<file path="src/rtl/keypad_pkg.sv">
// Shared constants for the keypad code lock: FSM state encoding and keypad key codes.
// Key codes 0-9 are digits; 14 and 15 carry no function and are ignored everywhere.
package keypad_pkg;

  // FSM state encoding
  localparam logic [2:0] ST_ENTRY   = 3'd0;
  localparam logic [2:0] ST_CHECK   = 3'd1;
  localparam logic [2:0] ST_OPEN    = 3'd2;
  localparam logic [2:0] ST_PROGRAM = 3'd3;
  localparam logic [2:0] ST_LOCKOUT = 3'd4;

  // Function key codes
  localparam logic [3:0] KEY_MAX_DIGIT = 4'd9;
  localparam logic [3:0] KEY_CLEAR     = 4'd10;
  localparam logic [3:0] KEY_ENTER     = 4'd11;
  localparam logic [3:0] KEY_RELOCK    = 4'd12;
  localparam logic [3:0] KEY_PROG      = 4'd13;

endpackage

</file>
<file path="src/rtl/cycle_timer.sv">
// Free-running cycle counter with restart and a terminal-count pulse.
// Ports:
//   clk     - clock, rising edge
//   rst     - synchronous active-high reset
//   enable  - count while high
//   restart - force count to zero (takes priority over counting)
//   done    - high for the cycle in which the count sits at LIMIT-1 while enabled
// The counter wraps to zero after done, so done repeats every LIMIT enabled cycles.
module cycle_timer #(
  parameter int unsigned LIMIT = 16
) (
  input  logic clk,
  input  logic rst,
  input  logic enable,
  input  logic restart,
  output logic done
);

  localparam int unsigned W = (LIMIT > 2) ? $clog2(LIMIT) : 1;
  localparam logic [W-1:0] LAST = W'(LIMIT - 1);

  logic [W-1:0] count_q;

  // done depends only on the registered count so that callers may feed
  // state changes caused by done back into restart without a loop.
  assign done = enable && (count_q == LAST);

  always_ff @(posedge clk) begin
    if (rst) begin
      count_q <= '0;
    end else if (restart) begin
      count_q <= '0;
    end else if (enable) begin
      if (done) begin
        count_q <= '0;
      end else begin
        count_q <= count_q + W'(1);
      end
    end
  end

endmodule

</file>
<file path="src/rtl/keypad_code_lock.sv">
// Keypad code lock: collects BCD digits from a keypad scanner, checks them against a
// stored code, opens on a match and allows the code to be reprogrammed while open.
// An inactivity timer clears a stale partial entry and relocks an idle open lock.
//
// Optional feature: define CODE_LOCK_LOCKOUT_EN to count consecutive failed checks and
// enter an alarm lockout (all keys ignored) for LOCKOUT_CYC cycles after MAX_FAIL of them.
// Without the macro there is no fail counter, no lockout timer, and alarm is 0.
//
// Ports:
//   clk          - the only clock, rising edge
//   rst          - synchronous active-high reset
//   key_flag     - one-cycle key strobe (back-to-back strobes are distinct keys)
//   key_value    - key code, valid while key_flag is high
//   entry_digits - digits entered so far, right-aligned BCD, newest digit in nibble 0
//   digit_cnt    - number of buffered digits
//   unlocked     - high while the lock is open
//   result_valid - one-cycle pulse when a code check completes
//   result_ok    - check outcome, qualified by result_valid
//   alarm        - high while locked out
module keypad_code_lock
  import keypad_pkg::*;
#(
  parameter int unsigned CODE_LEN     = 4,
  parameter logic [31:0] DEFAULT_CODE = 32'h0000_1234,
  parameter int unsigned TIMEOUT_CYC  = 250_000_000,
  parameter int unsigned MAX_FAIL     = 3,
  parameter int unsigned LOCKOUT_CYC  = 1_500_000_000
) (
  input  logic                  clk,
  input  logic                  rst,
  input  logic                  key_flag,
  input  logic [3:0]            key_value,
  output logic [4*CODE_LEN-1:0] entry_digits,
  output logic [3:0]            digit_cnt,
  output logic                  unlocked,
  output logic                  result_valid,
  output logic                  result_ok,
  output logic                  alarm
);

  localparam int unsigned EW = 4 * CODE_LEN;
  localparam logic [3:0] CNT_FULL = 4'(CODE_LEN);

  if (CODE_LEN < 1 || CODE_LEN > 8 || TIMEOUT_CYC < 2 || MAX_FAIL < 1 ||
      LOCKOUT_CYC < 2) begin : g_param_check
    $error("keypad_code_lock: parameter out of range");
  end

  logic [2:0]    state_q, state_d;
  logic [EW-1:0] code_q, code_d;
  logic [EW-1:0] entry_q, entry_d;
  logic [3:0]    cnt_q, cnt_d;
  logic          result_valid_q, result_valid_d;
  logic          result_ok_q, result_ok_d;

  logic key_digit, key_clear, key_enter, key_relock, key_prog;
  logic code_match;
  logic idle_restart, idle_done;

  assign key_digit  = key_flag && (key_value <= KEY_MAX_DIGIT);
  assign key_clear  = key_flag && (key_value == KEY_CLEAR);
  assign key_enter  = key_flag && (key_value == KEY_ENTER);
  assign key_relock = key_flag && (key_value == KEY_RELOCK);
  assign key_prog   = key_flag && (key_value == KEY_PROG);

  assign code_match = (cnt_q == CNT_FULL) && (entry_q == code_q);

  // Inactivity timer: any key or any state change starts the idle window again.
  assign idle_restart = key_flag || (state_d != state_q);

  cycle_timer #(
    .LIMIT (TIMEOUT_CYC)
  ) u_idle_timer (
    .clk     (clk),
    .rst     (rst),
    .enable  (1'b1),
    .restart (idle_restart),
    .done    (idle_done)
  );

`ifdef CODE_LOCK_LOCKOUT_EN
  localparam int unsigned FAIL_W = $clog2(MAX_FAIL + 1);

  logic [FAIL_W-1:0] fail_q, fail_d;
  logic              lock_done;

  cycle_timer #(
    .LIMIT (LOCKOUT_CYC)
  ) u_lock_timer (
    .clk     (clk),
    .rst     (rst),
    .enable  (state_q == ST_LOCKOUT),
    .restart (state_d != state_q),
    .done    (lock_done)
  );

  always_ff @(posedge clk) begin
    if (rst) begin
      fail_q <= '0;
    end else begin
      fail_q <= fail_d;
    end
  end

  assign alarm = (state_q == ST_LOCKOUT);
`else
  assign alarm = 1'b0;
`endif

  always_comb begin
    state_d        = state_q;
    code_d         = code_q;
    entry_d        = entry_q;
    cnt_d          = cnt_q;
    result_valid_d = 1'b0;
    result_ok_d    = 1'b0;
`ifdef CODE_LOCK_LOCKOUT_EN
    fail_d         = fail_q;
`endif

    case (state_q)
      ST_ENTRY, ST_PROGRAM: begin
        if (key_digit) begin
          // Digits past CODE_LEN are dropped so the buffer always holds the first entries.
          if (cnt_q < CNT_FULL) begin
            entry_d = (entry_q << 4) | EW'(key_value);
            cnt_d   = cnt_q + 4'd1;
          end
        end else if (key_clear) begin
          entry_d = '0;
          cnt_d   = '0;
        end else if (key_enter) begin
          if (state_q == ST_ENTRY) begin
            state_d = ST_CHECK;
          end else begin
            if (cnt_q == CNT_FULL) begin
              code_d  = entry_q;
              state_d = ST_OPEN;
            end
            entry_d = '0;
            cnt_d   = '0;
          end
        end else if (key_relock && (state_q == ST_PROGRAM)) begin
          state_d = ST_ENTRY;
          entry_d = '0;
          cnt_d   = '0;
        end else if (!key_flag && idle_done) begin
          if (state_q == ST_PROGRAM) begin
            state_d = ST_ENTRY;
          end
          entry_d = '0;
          cnt_d   = '0;
        end
      end

      ST_CHECK: begin
        // Keys arriving here are dropped; the check uses the buffer as it stood at enter.
        result_valid_d = 1'b1;
        result_ok_d    = code_match;
        entry_d        = '0;
        cnt_d          = '0;
        if (code_match) begin
          state_d = ST_OPEN;
`ifdef CODE_LOCK_LOCKOUT_EN
          fail_d  = '0;
`endif
        end else begin
          state_d = ST_ENTRY;
`ifdef CODE_LOCK_LOCKOUT_EN
          fail_d  = fail_q + FAIL_W'(1);
          if (fail_d == FAIL_W'(MAX_FAIL)) begin
            state_d = ST_LOCKOUT;
          end
`endif
        end
      end

      ST_OPEN: begin
        if (key_clear) begin
          entry_d = '0;
          cnt_d   = '0;
        end else if (key_relock) begin
          state_d = ST_ENTRY;
        end else if (key_prog) begin
          state_d = ST_PROGRAM;
          entry_d = '0;
          cnt_d   = '0;
        end else if (!key_flag && idle_done) begin
          state_d = ST_ENTRY;
        end
      end

`ifdef CODE_LOCK_LOCKOUT_EN
      ST_LOCKOUT: begin
        if (lock_done) begin
          state_d = ST_ENTRY;
          fail_d  = '0;
        end
      end
`endif

      default: begin
        state_d = ST_ENTRY;
        entry_d = '0;
        cnt_d   = '0;
      end
    endcase
  end

  always_ff @(posedge clk) begin
    if (rst) begin
      state_q        <= ST_ENTRY;
      code_q         <= DEFAULT_CODE[EW-1:0];
      entry_q        <= '0;
      cnt_q          <= '0;
      result_valid_q <= 1'b0;
      result_ok_q    <= 1'b0;
    end else begin
      state_q        <= state_d;
      code_q         <= code_d;
      entry_q        <= entry_d;
      cnt_q          <= cnt_d;
      result_valid_q <= result_valid_d;
      result_ok_q    <= result_ok_d;
    end
  end

  assign entry_digits = entry_q;
  assign digit_cnt    = cnt_q;
  assign unlocked     = (state_q == ST_OPEN);
  assign result_valid = result_valid_q;
  assign result_ok    = result_ok_q;

endmodule

</file>
<file path="config.mk">
export PLATFORM = sky130hd
export DESIGN_NAME = keypad_code_lock
export DESIGN_NICKNAME = d
export VERILOG_FILES = /design/src/rtl/keypad_pkg.sv /design/src/rtl/cycle_timer.sv /design/src/rtl/keypad_code_lock.sv
export SDC_FILE = /design/constraint.sdc
export NUM_CORES = 1
export LEC_CHECK = 0
export CAP_MARGIN = 25
export CORE_ASPECT_RATIO = 0.8
export CORE_MARGIN = 2
export CORE_UTILIZATION = 35
export DETAILED_ROUTE_END_ITERATION = 7
export PLACE_DENSITY = 0.61
export SLEW_MARGIN = 20
export SYNTH_ARGS = -nofsm -noshare
export SYNTH_HDL_FRONTEND = slang
export SYNTH_HIERARCHICAL = 1
export SYNTH_SLANG_ARGS = --single-unit
</file>
<file path="constraint.sdc">
create_clock -name clk -period 5.9 [get_ports clk]
set_input_delay 0.885 -clock clk [delete_from_list [all_inputs] [get_ports clk]]
set_output_delay 0.885 -clock clk [all_outputs]
set_load 0.05 [all_outputs]
</file>
; ---- Yosys cells after proc, flatten, opt, wreduce, memory -nomap -nowiden
; Index checks and enable logic that the tools add are counted.
[classes]
addsub = 2
magnitude_cmp = 2
eq_ne = 16
muxes = 37
bitwise = 5
reduce_logical = 16
[op_table]
columns = operator, n
row1 = $mux W16, 10
row2 = $mux W4, 10
row3 = $mux W3, 12
row4 = $pmux W16 S2, 1
row5 = $add A28 B1 Y28 const B, 1
row6 = $eq A28 B28 Y1 const B, 1
row7 = $eq A16 B16 Y1, 1
row8 = $eq A4 B4 Y1 const B, 4
row9 = $or A16 B4 Y16, 1
row10 = $pmux W3 S3, 1
row11 = $logic_and A1 B1 Y1, 8
row12 = $pmux W4 S2, 1
row13 = $eq A3 B2 Y1 const B, 2
row14 = $ne A3 B3 Y1 const B, 2
row15 = $ne A6 B6 Y1 const B, 1
row16 = $reduce_and A6 Y1, 1
row17 = $ne A5 B5 Y1 const B, 1
row18 = $reduce_and A5 Y1, 1
row19 = $add A4 B1 Y4 const B, 1
row20 = $eq A4 B3 Y1 const B, 1
row21 = $le A4 B4 Y1 const B, 1
row22 = $lt A4 B3 Y1 const B, 1
row23 = $not A1 Y1, 4
row24 = $reduce_or A2 Y1, 2
row25 = other kinds (9), 9
[word_totals]
register_bits = 69
out_inout_bits = 24
word_cells = 85

; ---- Longest topological paths before layout
[logic_depth]
depth_word = 11
depth_mapped = 14
depth_no_buf = 12

; ---- Modules after synthesis
; Netlist, hierarchy kept.
[by_module_without_submodules]
columns = module, instances, cells_each, area_per_inst_um2, seq_area_each_um2
row1 = keypad_code_lock, 1, 221, 2058.2, 820.8
row2 = cycle_timer, 1, 165, 1410.1, 560.5

; ---- Least setup slack after synthesis
; No wires, ideal clock.
[synth_timing]
kind = register -> register
startpoint = register state_q[1]
endpoint = register cnt_q[2] (netlist: digit_cnt[2])
setup_time_ps = 100
arrival_ps = 2663
required_ps = 5800
path_slack_ps = 3137
path_stages_with_launch = 8
path_buffers = 2
period_less_slack_ps = 2763
cell_sequence = dfxtp_1 buf_2 nor3b_1 o21ai_0 a21oi_1 a21oi_1 buf_2 a2111oi_4
[synth_via]
elab_cells_between_ends = 16
[synth_rtl]
columns = element, line_no
row1 = start: declaration, keypad_code_lock.sv:49  ; logic [2:0] state_q, state_d;
row2 = start signal: assignment, keypad_code_lock.sv:219  ; state_q <= state_d;
row3 = $eq A3 B2 Y1 (*), --
row4 = named net unlocked, keypad_code_lock.sv:35  ; output logic unlocked,
row5 = $ne A3 B1 Y1 (no source line) / $ne A3 B3 Y1 (equally long branches), --
row6 = $reduce_and A5 Y1 (no source line), --
row7 = end signal: assignment, keypad_code_lock.sv:222  ; cnt_q <= cnt_d;
row8 = end: declaration, keypad_code_lock.sv:52  ; logic [3:0] cnt_q, cnt_d;
; Mark *: on every way through the listed nets, which the timed path passes. The rest lies on a longest branch.
; A chain may end at the register's enable or synchronous reset.

; ---- Worst setup path after layout
[layout_timing]
startpoint = register u_idle_timer.count_q[0]
endpoint = register entry_q[8] (netlist: entry_digits[8])
[layout_via]
elab_chain_len = 4
[layout_rtl]
columns = element, line_no
row1 = start: declaration, cycle_timer.sv:22  ; logic [W-1:0] count_q;
row2 = start signal: assignment, cycle_timer.sv:37  ; count_q <= count_q + W'(1);
row3 = $eq A28 B28 Y1, cycle_timer.sv:26  ; assign done = enable && (count_q == LAST);
row4 = named net idle_done, keypad_code_lock.sv:58  ; logic idle_restart, idle_done;
row5 = $logic_and A1 B1 Y1, keypad_code_lock.sv:147  ; end else if (!key_flag && idle_done) begin
row6 = $ne A6 B6 Y1 (no source line), --
row7 = $reduce_and A5 Y1 (no source line), --
row8 = end signal: assignment, keypad_code_lock.sv:221  ; entry_q <= entry_d;
row9 = end: declaration, keypad_code_lock.sv:51  ; logic [EW-1:0] entry_q, entry_d;
; The timed path passes the listed nets, and every way through them passes these cells.

==> results.md <==
- Mapped cell area: between 3000 and 4000 µm²
- WS Path Type: reg -> reg
- Die area: approximately 11000 µm²
- IO Pins: 31
- Clock Sinks: just under 70
- # setup viols final: 0
- Ys async rst share: 0
- Final Net Count: 425
- Post-synth top area cell: dfxtp_1
- Initial Util: 0.359
- Rows: 32
- Routability cong.: 0.786
- EDFF count, synth: 0
- Layout cells sized above 1: 0.0738
- Vias per inst: 5.25
- Clk buf depth: 2
- TritonRoute pass-1 iters: 4
- F_max: between 300 and 400 MHz
- Max-Cap Viols: 0
- Vias in the first global route: ~2.8k
- Cts bufs inserted: 9
- Postcts setup bufs: 0
- Vias: roughly 2.9k
- Initial antenna violation count: 0
- Synthesized flop and latch total: 69
- Critical path arrival: ~3.3 ns
- Worst slew pin tran: about 0.97 ns
- Status: finished, final reports clean
- Synth area leaders: dfxtp_1 (40%), mux2i_1 (8.1%), o32ai_1 (4.3%), xnor2_1 (3.8%), nor2_1 (3.5%)
- Pleak: 1.39 nW
- First-pass GRT wire length: roughly 14 mm
- Final worst path period need: 3.14 ns
- Remaining DRCs: 0
- Antenna Violating Nets Remaining: 0
- Required @ worst endpoint: between 6 and 7 ns
- Die Y: a little over 90 µm
- CTS root buf: clkbuf_16
- Total Wirelength: between 8 and 9 mm
- Skew final: 0.00541 ns
- Syn Inst Count: 386
- Worst Setup Start Kind: flip-flop
- Hold Buf Count CTS: 0
- Post-Place Cells: 540
- DR WL/cell: 14.7 µm
- Power Density: around 270 nW/µm²
- Layout Cells excl Fill: 556
- Setup TNS Final: 0 ns
- Clock Pin Slew Worst Setup and Hold Paths: ~0.060 ns
- Final Hold Viols: 0
- Sequential fraction of the synthesis area: 0.398
- RSZ-0062 raised after global routing: no
- Final worst path period share: 0.532
- Cts repair resizes: 0
- Max-slew violation count: 0
- Total GRT Usage: 0.163
- Worst slew margin: 0.356
- Worst hold path class: reg -> reg
- Core ar.: ~9600 µm²
- Detailed placement HPWL: approximately 5.5 mm
- Post-synth top area share: 0.398
- Synth warn: 6
- Worst skew pair latency: approximately 0.33 ns
- Largest net degree at the start of global routing: between 40 and 50
- Diode count: 0
- Peak supply drop: 0.126 mV
- Synth unique cells: slightly above 50
- CTS tree: done
- Avg Inst Size Synth: 8.99 µm²
- GRT overflow: 0
- Area Overhead vs Synth: 21.2%
- Input/output buffers: 29
- Die W: 115 µm
- CP endpoint kind: flip-flop
- H-tree levels: 3
- Main synth FF type: dfxtp_1
- CP max FO: 16
- Initial DRC count: 178
==> worst max-delay path, stage by stage, from the launching register on <==
cell     delay [ns]
dfxtp_1        0.39
ha_1           0.20
and3_1         0.25
nand2_1        0.31
nor3_1         0.60
o22ai_1        0.23
a21oi_1        0.55
buf_4          0.35
o32ai_1        0.11
==> final cells by class <==
type | count | area (µm²)
tap | 136 | 170
inverter | 22 | 82.6
timing repair buffer | 33 | 320
sequential | 69 | 1380
clock inverter | 6 | 87.6
clock buffer | 10 | 229
fill | 964 | 5440
multi-input combinational | 280 | 1930
==> registers in the layout, summed over array words and instances, names as in the netlist <==
name and cells:
u_idle_timer/count_q 28, entry_digits 16, code_q 16, state_q 3, digit_cnt 4, result_ok 1
result_valid 1
==> cells by family (layout without fill, tap and decap cells) <==
kind of cell,count (synthesis),count (layout),share of synthesized area
other,2,10,0.00217
buffers and inverters,45,71,0.0527
XOR/XNOR,27,27,0.0682
AND/OR/NAND/NOR,138,138,0.228
adder cells (fa/ha/maj),3,3,0.0108
flip-flops,69,69,0.398
multiplexers,29,29,0.0841
AO/OA/AOI/OAI,73,73,0.156
==> Yosys cell counts, types with 3 or more instances <==
cell and count:
xor2_1 12, or3_1 3, inv_1 22, nor2b_1 10, dfxtp_1 69, clkbuf_1 14
a211o_1 5, and4_1 4, mux2i_1 28, o31ai_1 11, nand4_1 12, a21oi_1 15
or4_1 10, buf_2 8, o21ai_0 8, nor3_1 7, xnor2_1 15, nand3b_1 3
a31oi_1 4, ha_1 3, nand2_1 19, or2_2 4, o32ai_1 17, nand3_1 11
and3_1 4, nor2_1 32, nor4b_1 4
==> per-layer routing <==
metal | up-vias | share of wire | global-route usage
met2 | 43 | 0.44 | 0.256
met4 | 0 | 0.0094 | 0.0361
met5 | - | 0 | 0
met1 | 1400 | 0.52 | 0.228
li1 | 1467 | - | -
met3 | 7 | 0.026 | 0.0376
==> placed cells by master, fill, tap and decap left out, types with 11 or more instances in the layout <==
master,count
dfxtp_1,69
nor2_1,32
clkdlybuf4s50_1,29
mux2i_1,28
inv_1,22
nand2_1,19
o32ai_1,17
xnor2_1,15
a21oi_1,15
nand4_1,12
xor2_1,12
nand3_1,11
o31ai_1,11
==> report_power, final <==
| group | internal [mW] | total (mW) | switching, mW |
|---|---|---|---|
| Combinational | 0.0229 | 0.0664 | 0.0434 |
| Sequential | 0.471 | 0.477 | 0.00666 |
| Clock | 0.369 | 0.572 | 0.203 |
| Total | 0.863 | 1.12 | 0.253 |
==> per-stage QoR <==
stage | power, mW | instance area (µm²) | hold slack (ns) | setup slack [ns] | util
after floorplan | 0.530 | 3500 | 0.447 | 3.14 | -
after global placement | 0.552 | 3890 | 0.455 | 2.82 | 0.403
after detailed placement | 0.554 | 3890 | 0.492 | 2.79 | 0.403
after CTS | 1.13 | 4210 | 0.500 | 2.80 | 0.436
after global routing | 1.16 | 4210 | 0.529 | 2.49 | 0.436
final | 1.12 | 4210 | 0.497 | 2.76 | 0.436
==> worst paths after layout <==
kind	startpoint	endpoint	slack, ns	cells after the start
worst max-delay path	u_idle_timer/count_q[0]	entry_digits[8]	2.76	8
worst min-delay path	u_idle_timer/count_q[26]	u_idle_timer/count_q[26]	0.50	2
worst max register to register	u_idle_timer/count_q[0]	entry_digits[8]	2.76	8
worst min register to register	u_idle_timer/count_q[26]	u_idle_timer/count_q[26]	0.50	2
(Power assumes the default switching activity.)
